## src/rtl/axi_pkg.sv

```systemverilog
// Shared AXI definitions for the write-drain master.
//  - AXI burst/response encodings
//  - drain FSM state type
//  - clog2 helper used to derive awsize from the data width
package axi_pkg;

  localparam logic [1:0] AXI_BURST_INCR  = 2'b01;

  localparam logic [1:0] AXI_RESP_OKAY   = 2'b00;
  localparam logic [1:0] AXI_RESP_EXOKAY = 2'b01;
  localparam logic [1:0] AXI_RESP_SLVERR = 2'b10;
  localparam logic [1:0] AXI_RESP_DECERR = 2'b11;

  typedef enum logic [1:0] {
    ST_IDLE,
    ST_ADDR,
    ST_DATA,
    ST_RESP
  } drain_state_e;

  function automatic int unsigned clog2(input int unsigned value);
    int unsigned result;
    result = 0;
    for (int unsigned i = 1; i < value; i = i << 1) begin
      result++;
    end
    return result;
  endfunction

endpackage

```

## src/rtl/axi_wr_drain_master.sv

```systemverilog
// axi_wr_drain_master
//  Pops words from a write-data buffer and emits them as fixed-length AXI4 INCR
//  write bursts. A job of num_bursts bursts starts at base_addr; one burst is
//  outstanding at a time (AW, then all W beats, then B).
// Ports
//  clk, reset                  clock, synchronous active-high reset
//  start/base_addr/num_bursts  job request (sampled only when idle)
//  busy/done/err               job status (done = 1-cycle pulse, err sticky)
//  buf_empty/buf_data/buf_rd   buffer head interface (pop on buf_rd)
//  aw*/w*/b*                   AXI4 write address, data and response channels
module axi_wr_drain_master
  import axi_pkg::*;
#(
  parameter int unsigned ADDR_WIDTH = 64,
  parameter int unsigned DATA_WIDTH = 512,
  parameter int unsigned BURST_LEN  = 4,
  parameter int unsigned CNT_WIDTH  = 16
) (
  input  logic                    clk,
  input  logic                    reset,
  input  logic                    start,
  input  logic [ADDR_WIDTH-1:0]   base_addr,
  input  logic [CNT_WIDTH-1:0]    num_bursts,
  output logic                    busy,
  output logic                    done,
  output logic                    err,
  input  logic                    buf_empty,
  input  logic [DATA_WIDTH-1:0]   buf_data,
  output logic                    buf_rd,
  output logic [ADDR_WIDTH-1:0]   awaddr,
  output logic [7:0]              awlen,
  output logic [2:0]              awsize,
  output logic [1:0]              awburst,
  output logic                    awvalid,
  input  logic                    awready,
  output logic [DATA_WIDTH-1:0]   wdata,
  output logic [DATA_WIDTH/8-1:0] wstrb,
  output logic                    wlast,
  output logic                    wvalid,
  input  logic                    wready,
  input  logic [1:0]              bresp,
  input  logic                    bvalid,
  output logic                    bready
);

  localparam logic [7:0]            AWLEN       = 8'(BURST_LEN - 1);
  localparam logic [2:0]            AWSIZE      = 3'(clog2(DATA_WIDTH / 8));
  localparam logic [ADDR_WIDTH-1:0] BURST_BYTES = ADDR_WIDTH'(BURST_LEN * (DATA_WIDTH / 8));

  drain_state_e           state_q, state_d;
  logic [ADDR_WIDTH-1:0]  addr_q, addr_d;
  logic [CNT_WIDTH-1:0]   left_q, left_d;
  logic [7:0]             beat_q, beat_d;
  logic                   err_q, err_d;
  logic                   done_q, done_d;

  // Only the error bit of BRESP matters (SLVERR/DECERR both flag err).
  logic unused_bresp_lsb;
  assign unused_bresp_lsb = bresp[0];

  always_ff @(posedge clk) begin
    if (reset) begin
      state_q <= ST_IDLE;
      addr_q  <= '0;
      left_q  <= '0;
      beat_q  <= '0;
      err_q   <= 1'b0;
      done_q  <= 1'b0;
    end else begin
      state_q <= state_d;
      addr_q  <= addr_d;
      left_q  <= left_d;
      beat_q  <= beat_d;
      err_q   <= err_d;
      done_q  <= done_d;
    end
  end

  always_comb begin
    state_d = state_q;
    addr_d  = addr_q;
    left_d  = left_q;
    beat_d  = beat_q;
    err_d   = err_q;
    done_d  = 1'b0;
    awvalid = 1'b0;
    wvalid  = 1'b0;
    wlast   = 1'b0;
    bready  = 1'b0;
    buf_rd  = 1'b0;

    unique case (state_q)
      ST_IDLE: begin
        if (start) begin
          addr_d = base_addr;
          left_d = num_bursts;
          beat_d = '0;
          err_d  = 1'b0;
          // An empty job completes immediately without touching the bus.
          if (num_bursts == '0) begin
            done_d = 1'b1;
          end else begin
            state_d = ST_ADDR;
          end
        end
      end
      ST_ADDR: begin
        awvalid = 1'b1;
        if (awready) state_d = ST_DATA;
      end
      ST_DATA: begin
        wvalid = !buf_empty;
        wlast  = (beat_q == AWLEN);
        // Pop only on an accepted beat so a stalled beat keeps wdata stable.
        buf_rd = !buf_empty && wready;
        if (!buf_empty && wready) begin
          if (beat_q == AWLEN) begin
            beat_d  = '0;
            state_d = ST_RESP;
          end else begin
            beat_d = beat_q + 8'd1;
          end
        end
      end
      ST_RESP: begin
        bready = 1'b1;
        if (bvalid) begin
          err_d  = err_q | bresp[1];
          addr_d = addr_q + BURST_BYTES;
          left_d = left_q - CNT_WIDTH'(1);
          if (left_q == CNT_WIDTH'(1)) begin
            state_d = ST_IDLE;
            done_d  = 1'b1;
          end else begin
            state_d = ST_ADDR;
          end
        end
      end
      default: state_d = ST_IDLE;
    endcase
  end

  assign busy    = (state_q != ST_IDLE);
  assign done    = done_q;
  assign err     = err_q;
  assign awaddr  = addr_q;
  assign awlen   = AWLEN;
  assign awsize  = AWSIZE;
  assign awburst = AXI_BURST_INCR;
  assign wdata   = buf_data;
  assign wstrb   = '1;

endmodule

```

## config.mk

```make
export PLATFORM = sky130hd
export DESIGN_NAME = axi_wr_drain_master
export DESIGN_NICKNAME = d
export VERILOG_FILES = /design/src/rtl/axi_pkg.sv /design/src/rtl/axi_wr_drain_master.sv
export SDC_FILE = /design/constraint.sdc
export NUM_CORES = 1
export LEC_CHECK = 0
export CAP_MARGIN = 40
export CORE_AREA = 3 3 492 494
export DETAILED_ROUTE_END_ITERATION = 10
export DIE_AREA = 0 0 495 497
export PLACE_DENSITY = 0.3
export SKIP_CTS_REPAIR_TIMING = 1
export SYNTH_ARGS = -nofsm -noshare
export SYNTH_HDL_FRONTEND = slang
export SYNTH_SLANG_ARGS = --single-unit
```

## constraint.sdc

```tcl
create_clock -name clk -period 3.63 [get_ports clk]
set_input_delay 0.726 -clock clk [delete_from_list [all_inputs] [get_ports clk]]
set_output_delay 0.726 -clock clk [all_outputs]
set_load 0.02 [all_outputs]
```

; Yosys cells after proc, flatten, opt, wreduce, memory -nomap -nowiden
; Index checks and enable logic that the tools add are counted.
[word_totals]
regBits = 92
in_bits = 601
wordCells = 62
[classes]
n_addsub = 3
n_eq_ne = 11
muxes = 31
bitwise_logic = 1
reduce_logical = 10
[op_table]
columns = cell, n
row1 = $mux W64, 2
row2 = $pmux W64 S2, 1
row3 = $add A64 B9 Y64 const B, 1
row4 = $mux W16, 2
row5 = $pmux W16 S2, 1
row6 = $mux W8, 3
row7 = $eq A16 B1 Y1 const B, 1
row8 = $logic_not A16 Y1, 1
row9 = $pmux W8 S2, 1
row10 = $sub A16 B1 Y16 const B, 1
row11 = $mux W1, 12
row12 = $mux W2, 6
row13 = $ne A2 B2 Y1 const B, 6
row14 = $add A8 B1 Y8 const B, 1
row15 = $eq A8 B2 Y1 const B, 1
row16 = $pmux W2 S4, 1
row17 = $reduce_and A3 Y1, 2
row18 = $reduce_and A6 Y1, 1
row19 = $reduce_bool A2 Y1, 3
row20 = $eq A2 B2 Y1 const B, 2
row21 = $pmux W1 S2, 2
row22 = $eq A2 B1 Y1 const B, 1
row23 = $logic_not A2 Y1, 1
row24 = $logic_and A1 B1 Y1, 1
row25 = other kinds (2), 2

; Longest topological paths before layout
; Gate-level depths: netlist of the first run.
[depth]
word_depth = 4
depth_mapped = 10

; Worst setup path before layout of the first run
; Ideal clock, no wire load.
[synth_path]
kind = register to register
startpoint = register addr_q[8] (netlist: awaddr[8])
endpoint = register addr_q[34] (netlist: awaddr[34])
arrival_ps = 2220
path_slack_ps = 1307
path_stages_with_launch = 8
path_buffers = 1
synth_period_minus_slack_ps = 2323
cell_sequence = dfxtp_1 -> ha_1 -> nand3_1 -> or4_1 -> buf_2 -> nor3_4 -> a31oi_1 -> a2111oi_2
[synth_between]
elab_chain_cells = 3
[synth_lines]
columns = element, line
row1 = "start, declared", axi_wr_drain_master.sv:51  ; logic [ADDR_WIDTH-1:0] addr_q, addr_d;
row2 = "start signal, assigned", axi_wr_drain_master.sv:71  ; addr_q <= addr_d;
row3 = $add A64 B9 Y64, axi_wr_drain_master.sv:129  ; addr_d = addr_q + BURST_BYTES;
row4 = $mux W64, axi_wr_drain_master.sv:127  ; if (bvalid) begin
row5 = $pmux W64 S2, axi_wr_drain_master.sv:92  ; unique case (state_q)
; No other way between the ends. The select of a mux whose other input is x is not followed.
; A chain may end at the register's enable or synchronous reset.

; Worst setup path after layout of the first run
[layout_path]
startpoint = register state_q[0]
endpoint = output port buf_rd
[layout_between]
elab_chain_cells = 2
[layout_lines]
columns = element, line
row1 = "start, declared", axi_wr_drain_master.sv:50  ; drain_state_e state_q, state_d;
row2 = "start signal, assigned", axi_wr_drain_master.sv:70  ; state_q <= state_d;
row3 = $eq A2 B2 Y1, axi_wr_drain_master.sv:92
row4 = $mux W1, axi_wr_drain_master.sv:92
row5 = "end, declared", axi_wr_drain_master.sv:29  ; output logic buf_rd,
; No other way between the ends.

==> run summary, run 1 <==
## Place
• GP Congestion: 0.7184
• dpl cell area: 12110 sq um
• total half-perimeter wirelength after legalization and detailed placement: 102500 um
• Port Buf Inserts: 159

## CTS
• cts bufs inserted: 9
• Bufs on Longest Clock Path: 2
• CTS root buffer: sky130_fd_sc_hd__clkbuf_16
• clock latency on the worst-skew pair: 450 ps
• clk sink count: 92
• post-CTS clock slew at the launch and capture registers of the worst setup and hold paths: 100 ps
• CTS tree: yes
• deepest level of the CTS H-tree: 3

## Logic synthesis
• total of flip-flops plus latches after synthesis: 92
• summed instance area of the synthesized netlist: 10400 sq um
• number of warnings issued by yosys: 0
• most used standard cells in the synthesized netlist: 589 x sky130_fd_sc_hd__buf_4, 93 x sky130_fd_sc_hd__nand2_1, 92 x sky130_fd_sc_hd__dfxtp_1
• top cell type's share of synthesized area: 42.50%
• biggest area contributors in the synthesized netlist: sky130_fd_sc_hd__buf_4 43%, sky130_fd_sc_hd__dfxtp_1 18%, sky130_fd_sc_hd__nand2_1 3.4%, sky130_fd_sc_hd__nor2_1 2.5%, sky130_fd_sc_hd__a21oi_1 2.2%
• post-synthesis async set-or-reset flop share: 0%
• average instance area after synthesis: 7.453 sq um
• portion of the post-synthesis area used by sequential elements: 17.70%
• EDFF count, synth: 0
• Top FF cell, synth: sky130_fd_sc_hd__dfxtp_1
• cell accounting for the most synthesized area: sky130_fd_sc_hd__buf_4
• Post-Synthesis Cells: 1396
• number of library cell types mapped by synthesis: 72
• most repeated cell in the gate-level netlist after synthesis: sky130_fd_sc_hd__buf_4

## Worst setup path
• Critical Path Sink: buf_rd
• source of the critical timing path: state_q[0]
• Required @ worst endpoint: 2900 ps
• Crit Path Category: register to output port
• FF-to-FF path depth: 7
• worst r2r dst: awaddr[34]
• element type at the critical path start: register
• arrival time of data at the critical path endpoint: 2320 ps
• FF-to-FF Start: awaddr[9]
• worst setup slack for register-to-register paths: 760 ps
• maximum fanout count along the critical path: 7
• nature of the critical path endpoint: output port

## Die
• floorplan row count: 179
• Die Outline Area: 246000 sq um
• Starting Density: 4.374%
• vertical extent of the die: 497 um
• number of top-level pins: 1262
• floorplan die width: 495 um
• core area: 237900 sq um

## Finish
• Net count, final: 1660
• Layout Area Growth over Synthesis: 19.23%
• fraction of layout instances using a drive strength above 1: 9.564%
• Layout Cell Area excl Fill: 12400 sq um

## Power and ir drop
• power density of the placed cells: 527.8 nW/um^2
• Max rail drop VDD: 259.6 uV
• total power of the final layout: 6547 uW
• Leakage Power: 0.003264 uW

## Detailed routing
• average routed wire per standard cell: 27.27 um
• Antenna Nets Post-Route: 0
• total number of vias: 8244
• detailed-router iteration count before antenna repair: 4
• ratio of routed vias to standard cells: 1.950
• total wirelength of the detailed-routed design: 115300 um
• Iter 0 DRT Violations: 422
• drt drc: 0

## Timing
• RSZ-0062 raised after global routing: no
• Hold Fails Final Rpt: 0
• maximum clock frequency: 328.2 MHz
• final critical path time including I/O delays and setup: 3047 ps
• ratio of final minimum period to clock period: 83.95%
• Setup Viol. Count Final: 0
• setup TNS: 0 ps
• clock tree skew after final layout: 30.83 ps
• actual transition at the worst max-transition pin: 818.4 ps
• Rel. slew slack: 44.94%
• number of slew-limit violations in the final report: 0

## Global routing
• number of antenna violations at the first check in global routing: 21
• global-route wire length before repair: 134400 um
• overall routing resource usage: 8.993%
• total grt overflow: 0
• pin count of the biggest net entering global routing: 80
• number of global-route vias before repair: 8354

## Worst hold path
• min-delay worst type: register to register

## Run status
• status: complete, no violations

## Job
• number of maximum-capacitance violations: 0

==> logic make-up after synthesis <==
| group | share of synthesized area (%) |
|---|---|
| AND/OR/NAND/NOR | 20.47 |
| multiplexers | 1.539 |
| XOR/XNOR | 0.5893 |
| other | 0.07219 |
| flip-flops | 17.70 |
| buffers and inverters | 45.06 |
| adder cells (fa/ha/maj) | 0.9622 |
| AO/OA/AOI/OAI | 13.60 |
==> cell type report <==
cell class | instances | area (sq um)
repair buffers | 216 | 2062
well taps | 3167 | 3963
clock buffers | 9 | 225.2
fillers | 28209 | 225400
clock inverters | 7 | 62.56
inverters | 12 | 45.04
multi-input cells | 720 | 4195
diodes | 4 | 10.01
flip-flops and latches | 92 | 1842
==> how the worst min path moves through the flow <==
stage	cells past startpoint	start	slack, ps	endpoint
floorplan	2	left_q[14]	450	left_q[14]
CTS	2	left_q[14]	490	left_q[14]
detailed placement	2	awaddr[5]	480	awaddr[5]
global placement	2	awaddr[4]	470	awaddr[4]
finish	2	left_q[14]	490	left_q[14]
global route	2	left_q[14]	500	left_q[14]
==> worst max-delay path, cell delays in order (launching register included) <==
cell	delay [ps]
sky130_fd_sc_hd__dfxtp_1	360
sky130_fd_sc_hd__inv_1	140
sky130_fd_sc_hd__ha_1	360
sky130_fd_sc_hd__nor2b_1	210
sky130_fd_sc_hd__and2_1	150
sky130_fd_sc_hd__clkdlybuf4s50_1	660
==> power breakdown <==
group / total (uW) / switching (uW) / internal (uW)
Sequential: 1830 / 512 / 1320
Clock: 1140 / 651 / 486
Combinational: 3580 / 2260 / 1320
Total: 6550 / 3430 / 3120
==> layer usage <==
metal,wire [um],up-vias,GRT usage [%]
li1,-,3477,-
met1,18790,3604,4.049
met2,53090,781,14.70
met3,35540,362,12.84
met4,7703,20,5.605
met5,142,-,0.09785
==> stage by stage <==
step	hold WS, ps	util [%]	setup slack, ps	std cells
2_1_floorplan	454.3	-	1307	1471
3_3_place_gp	473.9	5.082	480.8	4206
3_5_place_dp	476.0	5.090	520.6	4207
4_1_cts	493.8	5.211	473.7	4223
5_1_grt	501.8	5.212	416.6	4224
6_report	489.2	5.215	582.6	4227
==> cells in the final DEF (no fill, tap or decap), types with 6 or more instances in the layout <==
master and instances:
sky130_fd_sc_hd__nor4_1 23, sky130_fd_sc_hd__ha_1 7, sky130_fd_sc_hd__and3_1 24, sky130_fd_sc_hd__clkdlybuf4s50_1 156, sky130_fd_sc_hd__nor2_1 70, sky130_fd_sc_hd__nand3_1 39
sky130_fd_sc_hd__a21oi_1 46, sky130_fd_sc_hd__nor2b_1 13, sky130_fd_sc_hd__a31oi_1 22, sky130_fd_sc_hd__or3_1 8, sky130_fd_sc_hd__nand2b_1 10, sky130_fd_sc_hd__inv_1 11
sky130_fd_sc_hd__o21ai_0 45, sky130_fd_sc_hd__dfxtp_1 92, sky130_fd_sc_hd__mux2i_1 16, sky130_fd_sc_hd__or4_1 7, sky130_fd_sc_hd__or2_2 6, sky130_fd_sc_hd__a311oi_1 6
sky130_fd_sc_hd__nand4_1 35, sky130_fd_sc_hd__a22oi_1 6, sky130_fd_sc_hd__a211oi_1 13, sky130_fd_sc_hd__conb_1 77, sky130_fd_sc_hd__clkbuf_16 9, sky130_fd_sc_hd__a221oi_1 8
sky130_fd_sc_hd__o221ai_1 6, sky130_fd_sc_hd__nor3_1 31, sky130_fd_sc_hd__buf_4 56, sky130_fd_sc_hd__and2_1 8, sky130_fd_sc_hd__nand2_1 93
==> registers in the layout, summed over array words and instances (netlist names) <==
register and count:
awaddr 64, left_q 16, beat_q 8, state_q 2, done 1, err 1
No activity file was read; power rests on OpenSTA's default activity.
==> run 2: changes to the inputs <==
--- a/config.mk
+++ b/config.mk
@@ -6,9 +6,9 @@
 export NUM_CORES = 1
 export LEC_CHECK = 0
 export CAP_MARGIN = 40
-export CORE_AREA = 3 3 492 494
+export CORE_AREA = 3 3 495 497
 export DETAILED_ROUTE_END_ITERATION = 10
-export DIE_AREA = 0 0 495 497
+export DIE_AREA = 0 0 498 500
 export PLACE_DENSITY = 0.3
 export SKIP_CTS_REPAIR_TIMING = 1
 export SYNTH_ARGS = -nofsm -noshare
==> constraint.sdc (replaced) <==
create_clock -name clk -period 2.9 [get_ports clk]
set_input_delay 0.58 -clock clk [delete_from_list [all_inputs] [get_ports clk]]
set_output_delay 0.58 -clock clk [all_outputs]
set_load 0.02 [all_outputs]
==> run 2 against run 1 <==
  * Core utilization grew 0.090 points
  * Hold slack about the same
  * Wire length rose by 0.70%
==> run summary, run 2 (synthesis gave the netlist of run 1 again) <==
## Run status
• status: complete, no violations, unchanged

## Finish
• number of flip-flops in the largest register: 64, unchanged
• fraction of layout instances using a drive strength above 1: 12.64%, was 9.564%
• Net count, final: 1688, was 1660
• Layout Area Growth over Synthesis: 22.78%, was 19.23%
• leading cell type in the layout, fill and taps excluded: sky130_fd_sc_hd__clkdlybuf4s50_1, unchanged
• top library cells by usage in the layout, fill and taps aside: 148 x sky130_fd_sc_hd__clkdlybuf4s50_1, 93 x sky130_fd_sc_hd__nand2_1, 92 x sky130_fd_sc_hd__dfxtp_1, was 156 x sky130_fd_sc_hd__clkdlybuf4s50_1, 93 x sky130_fd_sc_hd__nand2_1, 92 x sky130_fd_sc_hd__dfxtp_1
• non-filler cells in the finished layout: 4274, was 4227
• # fillers: 28378, was 28209

## Worst setup path
• worst-path cell with the longest stage delay: sky130_fd_sc_hd__clkdlybuf4s50_1, unchanged
• worst setup slack for register-to-register paths: 390 ps, was 760 ps
• Crit Path Category: register to output port, unchanged
• Required @ worst endpoint: 2320 ps, was 2900 ps
• Critical Path Sink: busy, was buf_rd
• element type at the critical path start: register, unchanged
• nature of the critical path endpoint: output port, unchanged
• FF-to-FF Start: awaddr[8], was awaddr[9]
• FF-to-FF path depth: 9, was 7
• Critical Path Most Common Cell: sky130_fd_sc_hd__inv_1
• arrival time of data at the critical path endpoint: 2160 ps, was 2320 ps
• worst r2r dst: awaddr[58], was awaddr[34]
• maximum fanout count along the critical path: 9, was 7
• source of the critical timing path: state_q[1], was state_q[0]
• cells along the critical path: inv_1, ha_1, buf_12, inv_1, clkdlybuf4s50_1, was inv_1, ha_1, nor2b_1, and2_1, clkdlybuf4s50_1
• Largest stage delay, worst path: 670 ps, was 660 ps

## Global routing
• pin count of the biggest net entering global routing: 47, was 80
• overall routing resource usage: 8.950%, was 8.993%
• number of global-route vias before repair: 8297, was 8354
• total grt overflow: 0, unchanged
• global-route wire length before repair: 135000 um, was 134400 um
• number of antenna violations at the first check in global routing: 16, was 21

## Detailed routing
• Antenna Nets Post-Route: 0, unchanged
• average routed wire per standard cell: 27.16 um, was 27.27 um
• total number of vias: 8455, was 8244
• drt drc: 0, unchanged
• total wirelength of the detailed-routed design: 116100 um, was 115300 um
• Iter 0 DRT Violations: 514, was 422
• ratio of routed vias to standard cells: 1.978, was 1.950
• detailed-router iteration count before antenna repair: 6, was 4

## Timing
• Setup Viol. Count Final: 0, unchanged
• clock tree skew after final layout: 29.19 ps, was 30.83 ps
• number of slew-limit violations in the final report: 0, unchanged
• actual transition at the worst max-transition pin: 696.3 ps, was 818.4 ps
• Rel. slew slack: 53.15%, was 44.94%
• RSZ-0062 raised after global routing: no, unchanged
• final critical path time including I/O delays and setup: 2739 ps
• ratio of final minimum period to clock period: 94.44%
• Hold Fails Final Rpt: 0, unchanged
• maximum clock frequency: 365.1 MHz
• setup TNS: 0 ps, unchanged

## CTS
• CTS root buffer: sky130_fd_sc_hd__clkbuf_16, unchanged
• clk sink count: 92, unchanged
• deepest level of the CTS H-tree: 3, unchanged
• cts bufs inserted: 9, unchanged
• post-CTS clock slew at the launch and capture registers of the worst setup and hold paths: 110 ps, was 100 ps
• Bufs on Longest Clock Path: 2, unchanged
• clock latency on the worst-skew pair: 440 ps, was 450 ps
• CTS tree: yes, unchanged

## Place
• Port Buf Inserts: 159, unchanged
• GP Congestion: 0.7364, was 0.7184
• number of placed instances, taps included: 4253, was 4207
• total half-perimeter wirelength after legalization and detailed placement: 104800 um, was 102500 um

## Power and ir drop
• Max rail drop VDD: 368.6 uV, was 259.6 uV
• Leakage Power: 0.003462 uW, was 0.003264 uW
• power density of the placed cells: 669.5 nW/um^2, was 527.8 nW/um^2
• total power of the final layout: 8552 uW, was 6547 uW

## Die
• Die Outline Area: 249000 sq um, was 246000 sq um
• floorplan row count: 180, was 179
• vertical extent of the die: 500 um, was 497 um
• core area: 240800 sq um, was 237900 sq um
• Starting Density: 4.321%, was 4.374%
• number of top-level pins: 1262, unchanged
• floorplan die width: 498 um, was 495 um

## Job
• number of maximum-capacitance violations: 0, unchanged

## Worst hold path
• min-delay worst type: register to register, unchanged
• hold path depth: 2, unchanged

run 2: power by group:
group,internal (uW),switching [uW]
clock network,694,782
logic,1900,2970
registers,1650,559
total,4240,4310
run 2: critical path, delay by kind of cell, from the launching register on:
kind / cells / cell delay, ps
flip-flops: 1 / 470
adder cells (fa/ha/maj): 1 / 250
buffers and inverters: 4 / 990
run 2: cell type report:
| cell class | instances | area [sq um] | share of cell area, % |
|---|---|---|---|
| Antenna cell | 5 | 12.51 | 0.09795 |
| Inverter | 12 | 45.04 | 0.3526 |
| Clock inverter | 7 | 91.34 | 0.7151 |
| Sequential cell | 92 | 1842 | 14.42 |
| Multi-Input combinational cell | 720 | 4195 | 32.84 |
| Timing Repair Buffer | 244 | 2377 | 18.61 |
| Clock buffer | 9 | 225.2 | 1.763 |
| Tap cell | 3185 | 3985 | 31.20 |
run 2: worst min-delay path by stage:
| stage | from | end | slack (ps) |
|---|---|---|---|
| finish | left_q[14] | left_q[14] | 490 |
| global route | left_q[14] | left_q[14] | 500 |
| CTS | left_q[14] | left_q[14] | 480 |
| detailed placement | left_q[14] | left_q[14] | 470 |
| global placement | awaddr[5] | awaddr[5] | 470 |
| floorplan | left_q[14] | left_q[14] | 450 |
run 2: layer usage:
metal	GRT usage, %	part of all wire, %
met2	14.78	47
met1	3.948	16
met5	0.4052	0.19
met4	5.554	6.7
met3	12.76	31
run 2: through the flow:
| step | hold slack [ps] | util, % | worst slack, ps | area [sq um] |
|---|---|---|---|---|
| after floorplan | 454.3 | - | 577.1 | 10690 |
| after CTS | 483.7 | 5.300 | 76.91 | 12760 |
| final | 488.9 | 5.306 | 161.4 | 12770 |
| after global routing | 500.1 | 5.301 | 11.10 | 12760 |
| after detailed placement | 471.8 | 5.169 | 2.535 | 12440 |
| after global placement | 470.1 | 5.161 | 23.46 | 12420 |
